## src/rtl/cpu_datapath.sv

```systemverilog
// rtl/cpu_datapath.sv - PC/IR/AC datapath of the 8-bit accumulator CPU; define CPU_DATAPATH_CARRY_EN to add the carry flag
module cpu_datapath #(
  parameter int WORD_WIDTH   = 8,
  parameter int ADDR_WIDTH   = 5,
  parameter int OPCODE_WIDTH = 3
) (
  input  logic                  clk,
  input  logic                  rst_n,
  input  logic                  fetch,
  input  logic                  load_ir,
  input  logic                  load_ac,
  input  logic                  load_pc,
  input  logic                  inc_pc,
  input  logic                  mem_wr,
  input  logic                  halt,
  input  logic [WORD_WIDTH-1:0] mem_rdata,
  output logic [ADDR_WIDTH-1:0] mem_addr,
  output logic [WORD_WIDTH-1:0] mem_wdata,
  output logic                  mem_we,
  output logic [OPCODE_WIDTH-1:0] opcode,
  output logic                  zero,
  output logic                  halted
`ifdef CPU_DATAPATH_CARRY_EN
  ,
  output logic                  carry
`endif
);

  localparam logic [OPCODE_WIDTH-1:0] OP_ADD = 3'd2;
  localparam logic [OPCODE_WIDTH-1:0] OP_AND = 3'd3;
  localparam logic [OPCODE_WIDTH-1:0] OP_XOR = 3'd4;
  localparam logic [OPCODE_WIDTH-1:0] OP_LDA = 3'd5;

  logic [ADDR_WIDTH-1:0] pc;
  logic [WORD_WIDTH-1:0] ir;
  logic [WORD_WIDTH-1:0] ac;
  logic [WORD_WIDTH-1:0] alu_res;
  logic [WORD_WIDTH-1:0] add_res;

`ifdef CPU_DATAPATH_CARRY_EN
  logic add_cout;
  assign {add_cout, add_res} = {1'b0, ac} + {1'b0, mem_rdata};
`else
  assign add_res = ac + mem_rdata;
`endif

  assign opcode    = ir[WORD_WIDTH-1:ADDR_WIDTH];
  assign mem_addr  = fetch ? pc : ir[ADDR_WIDTH-1:0];
  assign mem_wdata = ac;
  assign mem_we    = mem_wr & ~halted;
  // zero looks only at the stored AC, never at the ALU output
  assign zero      = (ac == '0);

  // ALU result selected by the opcode currently held in IR
  always_comb begin
    alu_res = ac;
    case (opcode)
      OP_ADD:  alu_res = add_res;
      OP_AND:  alu_res = ac & mem_rdata;
      OP_XOR:  alu_res = ac ^ mem_rdata;
      OP_LDA:  alu_res = mem_rdata;
      default: alu_res = ac;
    endcase
  end

  // Architectural registers; everything freezes once halted is set
  always_ff @(posedge clk or negedge rst_n) begin
    if (!rst_n) begin
      pc     <= '0;
      ir     <= '0;
      ac     <= '0;
      halted <= 1'b0;
    end else if (!halted) begin
      if (halt) begin
        halted <= 1'b1;
      end
      if (load_pc) begin
        pc <= ir[ADDR_WIDTH-1:0];
      end else if (inc_pc) begin
        pc <= pc + 1'b1;
      end
      if (load_ir) begin
        ir <= mem_rdata;
      end
      if (load_ac) begin
        ac <= alu_res;
      end
    end
  end

`ifdef CPU_DATAPATH_CARRY_EN
  // Carry follows each AC load: add carry-out for ADD, cleared otherwise
  always_ff @(posedge clk or negedge rst_n) begin
    if (!rst_n) begin
      carry <= 1'b0;
    end else if (!halted && load_ac) begin
      carry <= (opcode == OP_ADD) ? add_cout : 1'b0;
    end
  end
`endif

endmodule

```

## config.mk

```make
export PLATFORM = sky130hd
export DESIGN_NAME = cpu_datapath
export DESIGN_NICKNAME = d
export VERILOG_FILES = /design/src/rtl/cpu_datapath.sv
export SDC_FILE = /design/constraint.sdc
export NUM_CORES = 1
export LEC_CHECK = 0
export CAP_MARGIN = 30
export CORE_UTILIZATION = 45
export CTS_CLUSTER_DIAMETER = 50
export DETAILED_ROUTE_END_ITERATION = 8
export PLACE_DENSITY = 0.76
export SLEW_MARGIN = 20
export SYNTH_ARGS = -nofsm -noshare
export SYNTH_HDL_FRONTEND = slang
export SYNTH_SLANG_ARGS = --single-unit
```

## constraint.sdc

```tcl
create_clock -name clk -period 1.9 [get_ports clk]
set_clock_uncertainty 0.15 [all_clocks]
set_input_delay 0.38 -clock clk [delete_from_list [all_inputs] [get_ports clk]]
set_output_delay 0.38 -clock clk [all_outputs]
set_load 0.02 [all_outputs]
```

# Word-level counts from Yosys, hierarchy flattened

Cells that the tools add are included.

Input bits: 17
Register bits: 22
Word-level logic and storage cells: 26

Mux-type cells: 6
Reductions and logical operators: 6
Add/subtract/negate cells: 2
Equality and inequality tests: 4
Bitwise logic cells: 4

Operator list:

| operator                                       | count |
|---|---|
| case mux 8 bit (4 select lines)                | 1 |
| two-way mux 5 bit                              | 3 |
| adder 8 bit                                    | 1 |
| AND 8 bit                                      | 1 |
| logical NOT 8 bit                              | 1 |
| bitwise XOR 8 bit                              | 1 |
| == test 3 x 2 -> 1 bit (second input constant) | 2 |
| == test 3 bit (second input constant)          | 2 |
| adder 5 x 1 -> 5 bit (second input constant)   | 1 |
| AND reduction 2 bit                            | 2 |
| nonzero test 4 bit                             | 1 |
| AND reduction 3 bit                            | 1 |
| two-way mux 1 bit                              | 2 |
| nonzero test 2 bit                             | 1 |
| AND 1 bit                                      | 1 |
| inverter 1 bit                                 | 1 |

# Logic depth before layout (Yosys ltp)

Gate-level depths: netlist of the first run.

Word-level depth: 3
Gate-level depth with buffers: 7
Depth with buffers taken out: 7

# Worst setup path after synthesis of the first run

Ideal clock, no wire load.

Path type: reg-to-reg
Start: register ac[0] (netlist: mem_wdata[0])
End: register ac[4] (netlist: mem_wdata[4])
Slack: -0.251 ns
Path buffers: 0
Stages on the path, launching flop included: 8
Data arrival time: 1.865 ns
Cells stage by stage: dfrtp_1 ha_1 fa_1 a21o_1 a21oi_1 xnor2_1 a221oi_1 o21ai_0

Longest elaborated chain between the ends: 2

Ends and longest elaborated chain:

| what                            | line | RTL |
|---|---|---|
| start: declaration              | 36   | `logic [WORD_WIDTH-1:0] ac;` |
| start signal: assignment        | 86   | `ac <= alu_res;` |
| adder 8 bit                     | 44   | `assign add_res = ac + mem_rdata;` |
| case mux 8 bit (4 select lines) | 57   | `case (opcode)` |

Every way passes these cells.
A chain may end at the register's enable or synchronous reset.

# Worst setup path in the final report of the first run

Start: register ac[1] (netlist: mem_wdata[1])
End: register ac[5] (netlist: mem_wdata[5])

Same word-level chain as after synthesis.

==> results.md, run 1 <==
* Status: complete, but fails checks
* Violated checks: setup timing
* Largest net degree at the start of global routing at 23
* Worst Path Class, Setup: reg -> reg
* Stages on worst setup path at 7
* Final period utilization at 112%
* Total track usage at 25.0%
* Avg WL per Cell at 16.0 um
* Vias at 1547
* CP Cell Sequence: buf_6 -> ha_4 -> a211oi_4 -> o21a_1 -> or3b_1 -> a31oi_1 -> o21ai_1
* EDFF count, synth at 0
* Setup violators final at 6
* Flop2flop setup slack at -0.22 ns
* Die Wd at 60.8 um
* DP HPWL at 3.22 mm
* Vias in the first global route at 1540
* Power Density at 649 nW/um^2
* Crit path largest cell delay at 0.43 ns
* Io pins at 36
* Clock tree sinks at 22
* Detailed Route WL at 4.44 mm
* Num CTS Buffers at 3
* Post-Syn Instances at 162
* Crit-path leading delay family: compound AO/OA/AOI/OAI gates
* Post-CTS Hold Buffers at 0
* Hold/Removal Path Class: in -> async
* Worst Setup SP: mem_wdata[1]
* Area delta synth->final at 52.9%
* Crit path buf inv count at 1
* # diodes at 0
* Placed cells at 267
* Detailed-route DRC error count at 0
* DIE AREA at 3700 um^2
* Fin. max-slew vios at 0
* Headroom to the max-slew limit at 71.3%
* Row cnt at 20
* Final Hold Viols at 0
* Post-synthesis sequential area ratio at 35.4%
* Synth Area in Adders at 8.53%
* H-tree depth at 1
* Final GP Congestion at 0.862
* Ys Warns at 0
* WP data required at 1.96 ns
* Final #Nets at 262
* R2r endpoint: mem_wdata[5]
* Final setup margin at -0.221 ns
* Seq cells post-synth at 22
* RSZ-0062 raised after global routing: yes
* Detailed router's first-iteration violation count at 51
* Ratio of cells with drive above 1 in the final layout at 37.2%
* Main synth FF type: dfrtp_1
* I/O Buffers at 35
* CP Capture Type: flop
* Total grt overflow at 0
* Clock Root Buffer: clkbuf_4
* Mapped cell area at 1560 um^2
* Worst-path maximum fanout at 4
* Simple-Gate Fraction of Synth Area at 14.5%
* Bufs on Longest Clock Path at 2
* Drt pass-1 iters at 4
* Worst r2r src: mem_wdata[1]
* Hold slack final at 0.249 ns
* Clk pin slew, worst setup/hold paths at 0.13 ns
* Avg Cell Area, Syn at 9.60 um^2
* Max Cap Viol at 0
* Mux share of post-synthesis cell area at 14.2%
* CP endpoint: mem_wdata[5]
* Die Y at 60.8 um
* Leak at 0.00113 uW
* Share of flip-flops with an asynchronous set or reset at 100%
* Worst path arrival time at 2.18 ns
* Initial core utilization at 49.3%
* Post-Place Worst Slack at -0.605 ns
* Vias/cell at 5.56
* Synth cell types at 40
* Routed Antenna Nets at 0
* Reg2Reg Depth at 7
* Initial antenna violation count at 0
* CTS tree: built
* Total power at 1540 uW
* Largest family of logic cells by synthesized area: compound AO/OA/AOI/OAI gates
* VDD IR max at 366 uV
* Critical-path top delay cell: dfrtp_2
* First-pass GRT wire length at 6.84 mm
* Core ar. at 3150 um^2
* Slew @ Worst Pin at 0.430 ns
* Achievable frequency at 0.471 GHz
* Final core utilization at 75.4%
* Clock latency on the worst-skew pair at 0.31 ns
* Final Critical Period at 2.12 ns
* Compound-gate portion of the synthesized area at 22.0%
* Startpoint Class: flop
* Fin cells at 278
* Post-Synth XOR/XNOR Area at 2.25%
* Syn Nets at 189
==> what timing repair did <==
| item | in CTS | in global routing |
|---|---|---|
| setup buffers | 3 | 4 |
| endpoints found under the setup margin | 24 | 13 |
| resized for setup | 40 | 12 |
| pin swaps | 15 | 17 |
| hold endpoints to repair | 0 | 0 |
==> layout by cell type, fill, tap and decap left out, drive strengths merged, types with 4 or more instances in the layout <==
| cell | count |
|---|---|
| buf | 42 |
| dfrtp | 22 |
| dlygate4sd2 | 19 |
| mux2 | 16 |
| o21ai | 15 |
| nor2 | 13 |
| clkdlybuf4s50 | 11 |
| a21oi | 11 |
| nand2 | 9 |
| ha | 9 |
| a21o | 6 |
| nor2b | 4 |
| mux2i | 4 |
| clkbuf | 4 |
| a211oi | 4 |
==> where the power goes <==
group	total [uW]	switching, uW	internal [uW]
combinational	626	299	326
sequential	555	43.4	512
clock	364	151	213
total	1540	493	1050
==> synth_stat cells (2+ instances only) <==
cell type   n  area share (%)
mux2_2     16              12
o2bb2ai_1   2             1.1
a31oi_1     3             1.2
o22ai_1     3             1.2
clkbuf_1    4            0.97
mux2i_1     4             2.6
o21bai_1    2            0.97
nand2_1     9             2.2
nand4_1     2            0.80
dfrtp_1    22              35
and3b_1     2             1.1
or4_1       2            0.97
a221oi_1    2             1.1
nand3_1     2            0.64
nor3_1      2            0.64
inv_1       2            0.48
buf_4       3             1.4
a211oi_1    4             1.9
o21ai_0    13             4.2
xor2_1      2             1.1
ha_1        9             7.2
or2_2       3             1.2
a21oi_1    11             3.5
o21ai_1     2            0.64
nor2b_1     4             1.6
xnor2_1     2             1.1
nor2_1     12             2.9
a21o_1      6             2.9
==> per-layer routing <==
layer	wire length (um)	global-route usage [%]	share of wire, %	vias up
met5	0	0	0	-
met1	2010	33.1	45	755
met2	2220	43.6	50	36
li1	-	-	-	750
met4	56	6.17	1.3	0
met3	154	2.77	3.5	6
==> cell families after synthesis <==
kind of cell             Yosys count
buffers and inverters             10
multiplexers                      20
AND/OR/NAND/NOR                   42
AO/OA/AOI/OAI                     54
XOR/XNOR                           4
flip-flops                        22
adder cells (fa/ha/maj)           10
==> registers in the layout (all words and copies together) (netlist names) <==
register and flops:
ir 8, mem_wdata 8, pc 5, halted 1
==> area by class of cell <==
cell class	instances	area (um^2)
Fill cell	262	774
Tap cell	44	55.1
Multi-Input combinational cell	130	1060
Timing Repair Buffer	76	648
Clock buffer	3	22.5
Clock inverter	1	30.0
Sequential cell	22	554
Inverter	2	7.51
==> how the worst min path moves through the flow <==
| stage | startpoint | end | slack, ns | cells after the start |
|---|---|---|---|---|
| global placement | pc[1] | pc[1] | 0.36 | 2 |
| CTS | rst_n | ir[6] | 0.25 | 2 |
| global route | rst_n | ir[6] | 0.28 | 2 |
| floorplan | rst_n | halted | -0.07 | 0 |
| detailed placement | pc[1] | pc[1] | 0.38 | 2 |
| finish | rst_n | ir[7] | 0.25 | 2 |
==> per-stage QoR <==
stage	instance area (um^2)	TNS, ns
final	2380	-0.792
after global routing	2380	-1.14
after CTS	2310	-0.790
after detailed placement	2220	-6.31
after global placement	2220	-5.92
after floorplan	1600	-0.162
(Power assumes the default switching activity.)
==> run 2: changes to the inputs <==
RECOVER_POWER = 50   (was default)
==> run 2 against run 1 <==
  * The run still ends with setup timing left
  * Register-to-register slack about the same
  * Final area decreased by 0.26%
  * Via count increased by 0.45%
  * Total power decreased by 0.13%
  * Largest cell class unchanged
  * Largest power group unchanged
==> results.md, run 2 (synthesis gave the netlist of run 1 again) <==
* Detailed Route WL at 4.44 mm
* Area delta synth->final at 52.5%
* Leak at 0.00113 uW
* Final Hold Viols at 0
* First-pass GRT wire length at 6.84 mm
* Fin area at 2370 um^2
* Crit-path leading delay family: compound AO/OA/AOI/OAI gates
* Detailed router's first-iteration violation count at 51
* Bufs on Longest Clock Path at 2
* CTS tree: built
* Placed instance area at 2220 um^2
* Num CTS Buffers at 3
* CP Cell Sequence: buf_6 -> ha_4 -> a211oi_4 -> o21a_1 -> or3b_1 -> a31oi_1 -> o21ai_1
* Setup TNS Final at -0.787 ns
* Clock Root Buffer: clkbuf_4
* Hold/Removal Path Class: reg -> reg
* Vias in the first global route at 1540
* Crit path buf inv count at 1
* Worst path arrival time at 2.18 ns
* Final period utilization at 112%
* H-tree depth at 1
* Clk pin slew, worst setup/hold paths at 0.13 ns
* Headroom to the max-slew limit at 61.2%
* Final GP Congestion at 0.862
* Commonest non-fill, non-tap cell in the layout: buf_4
* Io pins at 36
* Achievable frequency at 0.471 GHz
* Initial core utilization at 49.3%
* Vias at 1554
* DP HPWL at 3.22 mm
* Detailed-route DRC error count at 0
* Total grt overflow at 0
* Vias/cell at 5.59
* Ratio of cells with drive above 1 in the final layout at 36.8%
* Fin. max-slew vios at 0
* CP Capture Type: flop
* Clock tree sinks at 22
* Final Critical Period at 2.12 ns
* Slew @ Worst Pin at 0.582 ns
* I/O Buffers at 35
* Status: complete, but fails checks
* Crit path largest cell delay at 0.44 ns
* Clock latency on the worst-skew pair at 0.31 ns
* VDD IR max at 366 uV
* Worst-path maximum fanout at 4
* DIE AREA at 3700 um^2
* Avg WL per Cell at 16.0 um
* Most frequent cells in the layout: buf_4, dfrtp_1, dlygate4sd2_1
* Core ar. at 3150 um^2
* Drt pass-1 iters at 4
* Final setup margin at -0.224 ns
* Violated checks: setup timing
* Critical-path top delay cell: dfrtp_2
* Die Wd at 60.8 um
* # diodes at 0
* Row cnt at 20
* Die Y at 60.8 um
* Setup violators final at 6
* Final #Nets at 262
* Power Density at 650 nW/um^2
* Total track usage at 25.0%
* Startpoint Class: flop
* Max Cap Viol at 0
* Routed Antenna Nets at 0
* RSZ-0062 raised after global routing: yes
* WP data required at 1.96 ns
* Initial antenna violation count at 0
* Worst Path Class, Setup: reg -> reg
* Largest net degree at the start of global routing at 23
[run 2: final cells by class]
| class | instances | area, um^2 |
|---|---|---|
| Timing Repair Buffer | 76 | 642 |
| Inverter | 2 | 7.51 |
| Clock buffer | 3 | 22.5 |
| Multi-Input combinational cell | 130 | 1060 |
| Clock inverter | 1 | 30.0 |
| Tap cell | 44 | 55.1 |
| Sequential cell | 22 | 554 |
| Fill cell | 263 | 781 |
[run 2: path summary, 6_finish.rpt]
check	from	endpoint	slack [ns]	cells past startpoint
setup / recovery	mem_wdata[1]	mem_wdata[5]	-0.22	7
hold / removal	pc[0]	pc[0]	0.41	2
setup reg to reg	mem_wdata[1]	mem_wdata[5]	-0.22	7
hold reg to reg	pc[0]	pc[0]	0.41	2
max in group asynchronous	rst_n	mem_wdata[0]	0.75	2
min in group asynchronous	rst_n	ir[7]	0.42	2
[run 2: metal layers]
metal  vias to the layer above  GRT usage (%)  part of all wire [%]
met4                         0           6.17                   1.3
li1                        750              -                     -
met5                         -              0                     0
met2                        44           43.6                    50
met1                       754           33.1                    45
met3                         6           2.77                   4.2
[run 2: where the power goes]
group	internal (uW)	switching, uW	leakage, uW
combinational	325	300	0.000830
clock	213	150	0.0000279
sequential	512	43.4	0.000270
[run 2: through the flow]
stage / cells / hold slack, ns / util [%] / setup WS, ns / total power, uW
3_3_place_gp: 267 / 0.362 / 70.4 / -0.542 / 1120
2_1_floorplan: 162 / -0.0656 / - / -0.0926 / 881
6_report: 278 / 0.411 / 75.2 / -0.224 / 1540
3_5_place_dp: 267 / 0.381 / 70.4 / -0.605 / 1140
4_1_cts: 274 / 0.250 / 73.3 / -0.227 / 1500
5_1_grt: 278 / 0.425 / 75.2 / -0.241 / 1620
[run 2: worst reg2reg max path, delay by kind of cell, from the launching register on]
kind	cells	cell delay, ns
buffers and inverters	1	0.13
flip-flops	1	0.44
AO/OA/AOI/OAI	4	0.62
adder cells (fa/ha/maj)	1	0.28
AND/OR/NAND/NOR	1	0.40
[run 2: repair_timing]
item,CTS,global route
setup buffers,3,4
endpoints found under the setup margin,24,13
pin swaps,15,17
gates resized for setup,40,12
gates cloned,0,0
hold buffers,0,0
==> run 3: changes to the inputs <==
ABC_AREA = 1   (was default)
PLACE_DENSITY = 0.75   (was 0.76)
==> run 3 against run 2 <==
  * The flow still finishes with violations (setup timing)
  * Final area shrank 8.1%
  * Die area increased by 3.1%
  * Utilization decreased by 11 points
  * Total power is 16% lower
  * Critical path type is now reg -> out
  * Critical path depth down 3
  * Routed wire length decreased by 11%
  * Synthesized area is 3.2% higher
  * Final cell count is 18% higher
  * Register-to-register slack gained 0.23 ns
  * Worst hold slack lost 0.051 ns
  * Fmax rose by 5.7%
==> results.md, run 3 <==
* Status: complete, but fails checks
* Violated checks: setup timing
* Initial core utilization at 47.4%
* Post-synthesis sequential area ratio at 34.3%
* Flop pwr share at 41.3%
* Ranking of synthesized cells by area: dfrtp_1, nand2_1, ha_1, nor2_1, inv_1
* Detailed-route DRC error count at 0
* M1 WL at 1.90 mm
* R2r endpoint: mem_wdata[6]
* CP Capture Type: output pin
* Area delta synth->final at 35.8%
* Largest net degree at the start of global routing at 23
* Achievable frequency at 0.498 GHz
* DR top layer: met4
* Seq cells post-synth at 22
* Core ar. at 3390 um^2
* Clock tree sinks at 22
* Initial antenna violation count at 0
* Clock share of power at 28.3%
* EDFF count, synth at 0
* Final GP Congestion at 0.867
* Hold/Removal Path Class: reg -> reg
* Vias in the first global route at 1504
* DP HPWL at 3.07 mm
* CP Cell Sequence: nor4_2 -> nand2_1 -> nor3_1 -> buf_2
* Slew @ Worst Pin at 1.22 ns
* Area share of the largest cell type after synthesis at 34.3%
* Most frequent cells in the layout: nand2_1, nor2_1, inv_1
* Metal3 WL at 103 um
* Flop2flop setup slack at 0.01 ns
* Fill cells at 311
* Ratio of cells with drive above 1 in the final layout at 16.7%
* Fin. max-slew vios at 0
* Avg Cell Area, Syn at 7.10 um^2
* Avg WL per Cell at 12.0 um
* # diodes at 0
* Worst r2r src: mem_wdata[0]
* Post-Synth XOR/XNOR Area at 1.64%
* Headroom to the max-slew limit at 18.7%
* Final #Nets at 310
* Die Y at 61.7 um
* Total track usage at 23.1%
* Crit path largest cell delay at 0.42 ns
* Crit-path leading delay family: simple AND/OR/NAND/NOR gates
* Row cnt at 21
* I/O Buffers at 35
* Vias/cell at 4.98
* Sw frac at 31.6%
* Clk pin slew, worst setup/hold paths at 0.13 ns
* Met2 WL post-DR at 1.87 mm
* Routed Antenna Nets at 0
* DIE AREA at 3810 um^2
* Ys Warns at 0
* Die Wd at 61.7 um
* Hold slack final at 0.360 ns
* Stages on worst setup path at 4
* Clock latency on the worst-skew pair at 0.32 ns
* Worst Path Class, Setup: reg -> out
* Logic pwr share at 30.5%
* Power Density at 597 nW/um^2
* VDD IR max at 287 uV
* Max Cap Viol at 0
* Main synth FF type: dfrtp_1
* First-pass GRT wire length at 6.40 mm
* RSZ-0062 raised after global routing: yes
* Total grt overflow at 0
* Bufs on Longest Clock Path at 2
* H-tree depth at 1
* Crit path buf inv count at 1
* Synth cell types at 32
* Share of flip-flops with an asynchronous set or reset at 100%
* WP data required at 1.37 ns
* Detailed Route WL at 3.93 mm
* Hold Path Sink: ir[4]
* Reg2Reg Depth at 9
* Mux share of post-synthesis cell area at 0.701%
* Mapped cell area at 1610 um^2
* Final setup margin at -0.110 ns
* Vias at 1633
* Drt pass-1 iters at 4
* Hold-critical path depth at 2
* Placed instance area at 2150 um^2
* Fin area at 2180 um^2
* Post-Syn Instances at 226
* Total power at 1300 uW
* Post-synth top cells: nand2_1, nor2_1, inv_1
* Hold Path Origin: ir[4]
* Simple-Gate Fraction of Synth Area at 31.6%
* Final period utilization at 106%
* Num CTS Buffers at 3
* Final Hold Viols at 0
* Syn Nets at 253
* Most frequent cell after synthesis: nand2_1
* Compound-gate portion of the synthesized area at 13.6%
* Startpoint Class: flop
* Critical-path top delay cell: dfrtp_1
* CTS tree: built
* Final Critical Period at 2.01 ns
* Leak at 0.00115 uW
* Worst-path maximum fanout at 2
* Setup violators final at 1
* Final core utilization at 64.3%
* Clock Root Buffer: clkbuf_4
* Largest family of logic cells by synthesized area: simple AND/OR/NAND/NOR gates
* Commonest non-fill, non-tap cell in the layout: nand2_1
* Pint at 891 uW
* Io pins at 36
* Detailed router's first-iteration violation count at 70
* Dominant cell type by area after synthesis: dfrtp_1
* Synth Area in Adders at 8.26%
* Worst path arrival time at 1.48 ns
* Sw Pwr at 411 uW
[run 3: cell count changes in the layout (fill, tap and decap cells not counted), moves of 9 or more]
cell / delta
nand2_1: +47
inv_1: +23
nor2_1: +16
mux2_2: -15
buf_4: -14
nand3_1: +12
a21oi_1: +9
[run 3: metrics by stage]
stage          setup WS, ns  instances  TNS (ns)
6_report             -0.110        328    -0.110
5_1_grt              -0.168        328    -0.366
4_1_cts             -0.0941        328   -0.0941
3_5_place_dp         -0.483        324     -4.45
3_3_place_gp         -0.439        324     -4.02
2_1_floorplan        0.0753        226         0
[run 3: routing by layer]
metal | GRT usage [%] | vias up
li1 | - | 841
met5 | 0 | -
met3 | 2.48 | 5
met2 | 39.9 | 30
met1 | 30.0 | 757
met4 | 8.57 | 0
[run 3: cell type report]
cell class	count	area [um^2]	area share [%]
multi-input cells	168	907	41.6
flip-flops and latches	22	551	25.3
repair buffers	58	492	22.6
inverters	30	120	5.51
well taps	46	57.6	2.64
clock inverters	1	30.0	1.38
clock buffers	3	22.5	1.03
[run 3: worst max-delay path by stage]
stage               slack (ns)           end    startpoint
floorplan                 0.08  mem_wdata[6]  mem_wdata[0]
global placement         -0.44   mem_addr[0]         fetch
detailed placement       -0.48   mem_addr[0]         fetch
CTS                      -0.09          zero  mem_wdata[4]
global route             -0.17          zero  mem_wdata[4]
finish                   -0.11          zero  mem_wdata[4]
[run 3: worst min-delay path, stage by stage, from the launching register on]
cell,delay (ns)
dfrtp_1,0.36
nand2_1,0.06
o21ai_0,0.06
[run 3: repair_timing]
| action | 4_1_cts | 5_1_grt |
|---|---|---|
| endpoints found under the setup margin | 19 | 9 |
| hold buffers | 0 | 0 |
| gates resized for setup | 26 | 6 |
| pin swaps | 0 | 1 |
| setup buffers | 0 | 0 |
[run 3: logic make-up (layout without fill, tap and decap cells)]
family,Yosys count,after routing
muxes,1,1
AOI/OAI and AO/OA,41,41
xor gates and xnor gates,3,3
buffers and inverters,36,92
DFF,22,22
and+or+nand+nor,113,113
adders and majority gates,10,10
[run 3: power groups by stage]
stage	sequential [uW]	clock, uW	combinational [uW]
2_1_floorplan	550	0	233
3_3_place_gp	546	0	413
3_5_place_dp	546	0	420
4_1_cts	537	380	401
5_1_grt	544	401	446
6_report	537	368	397
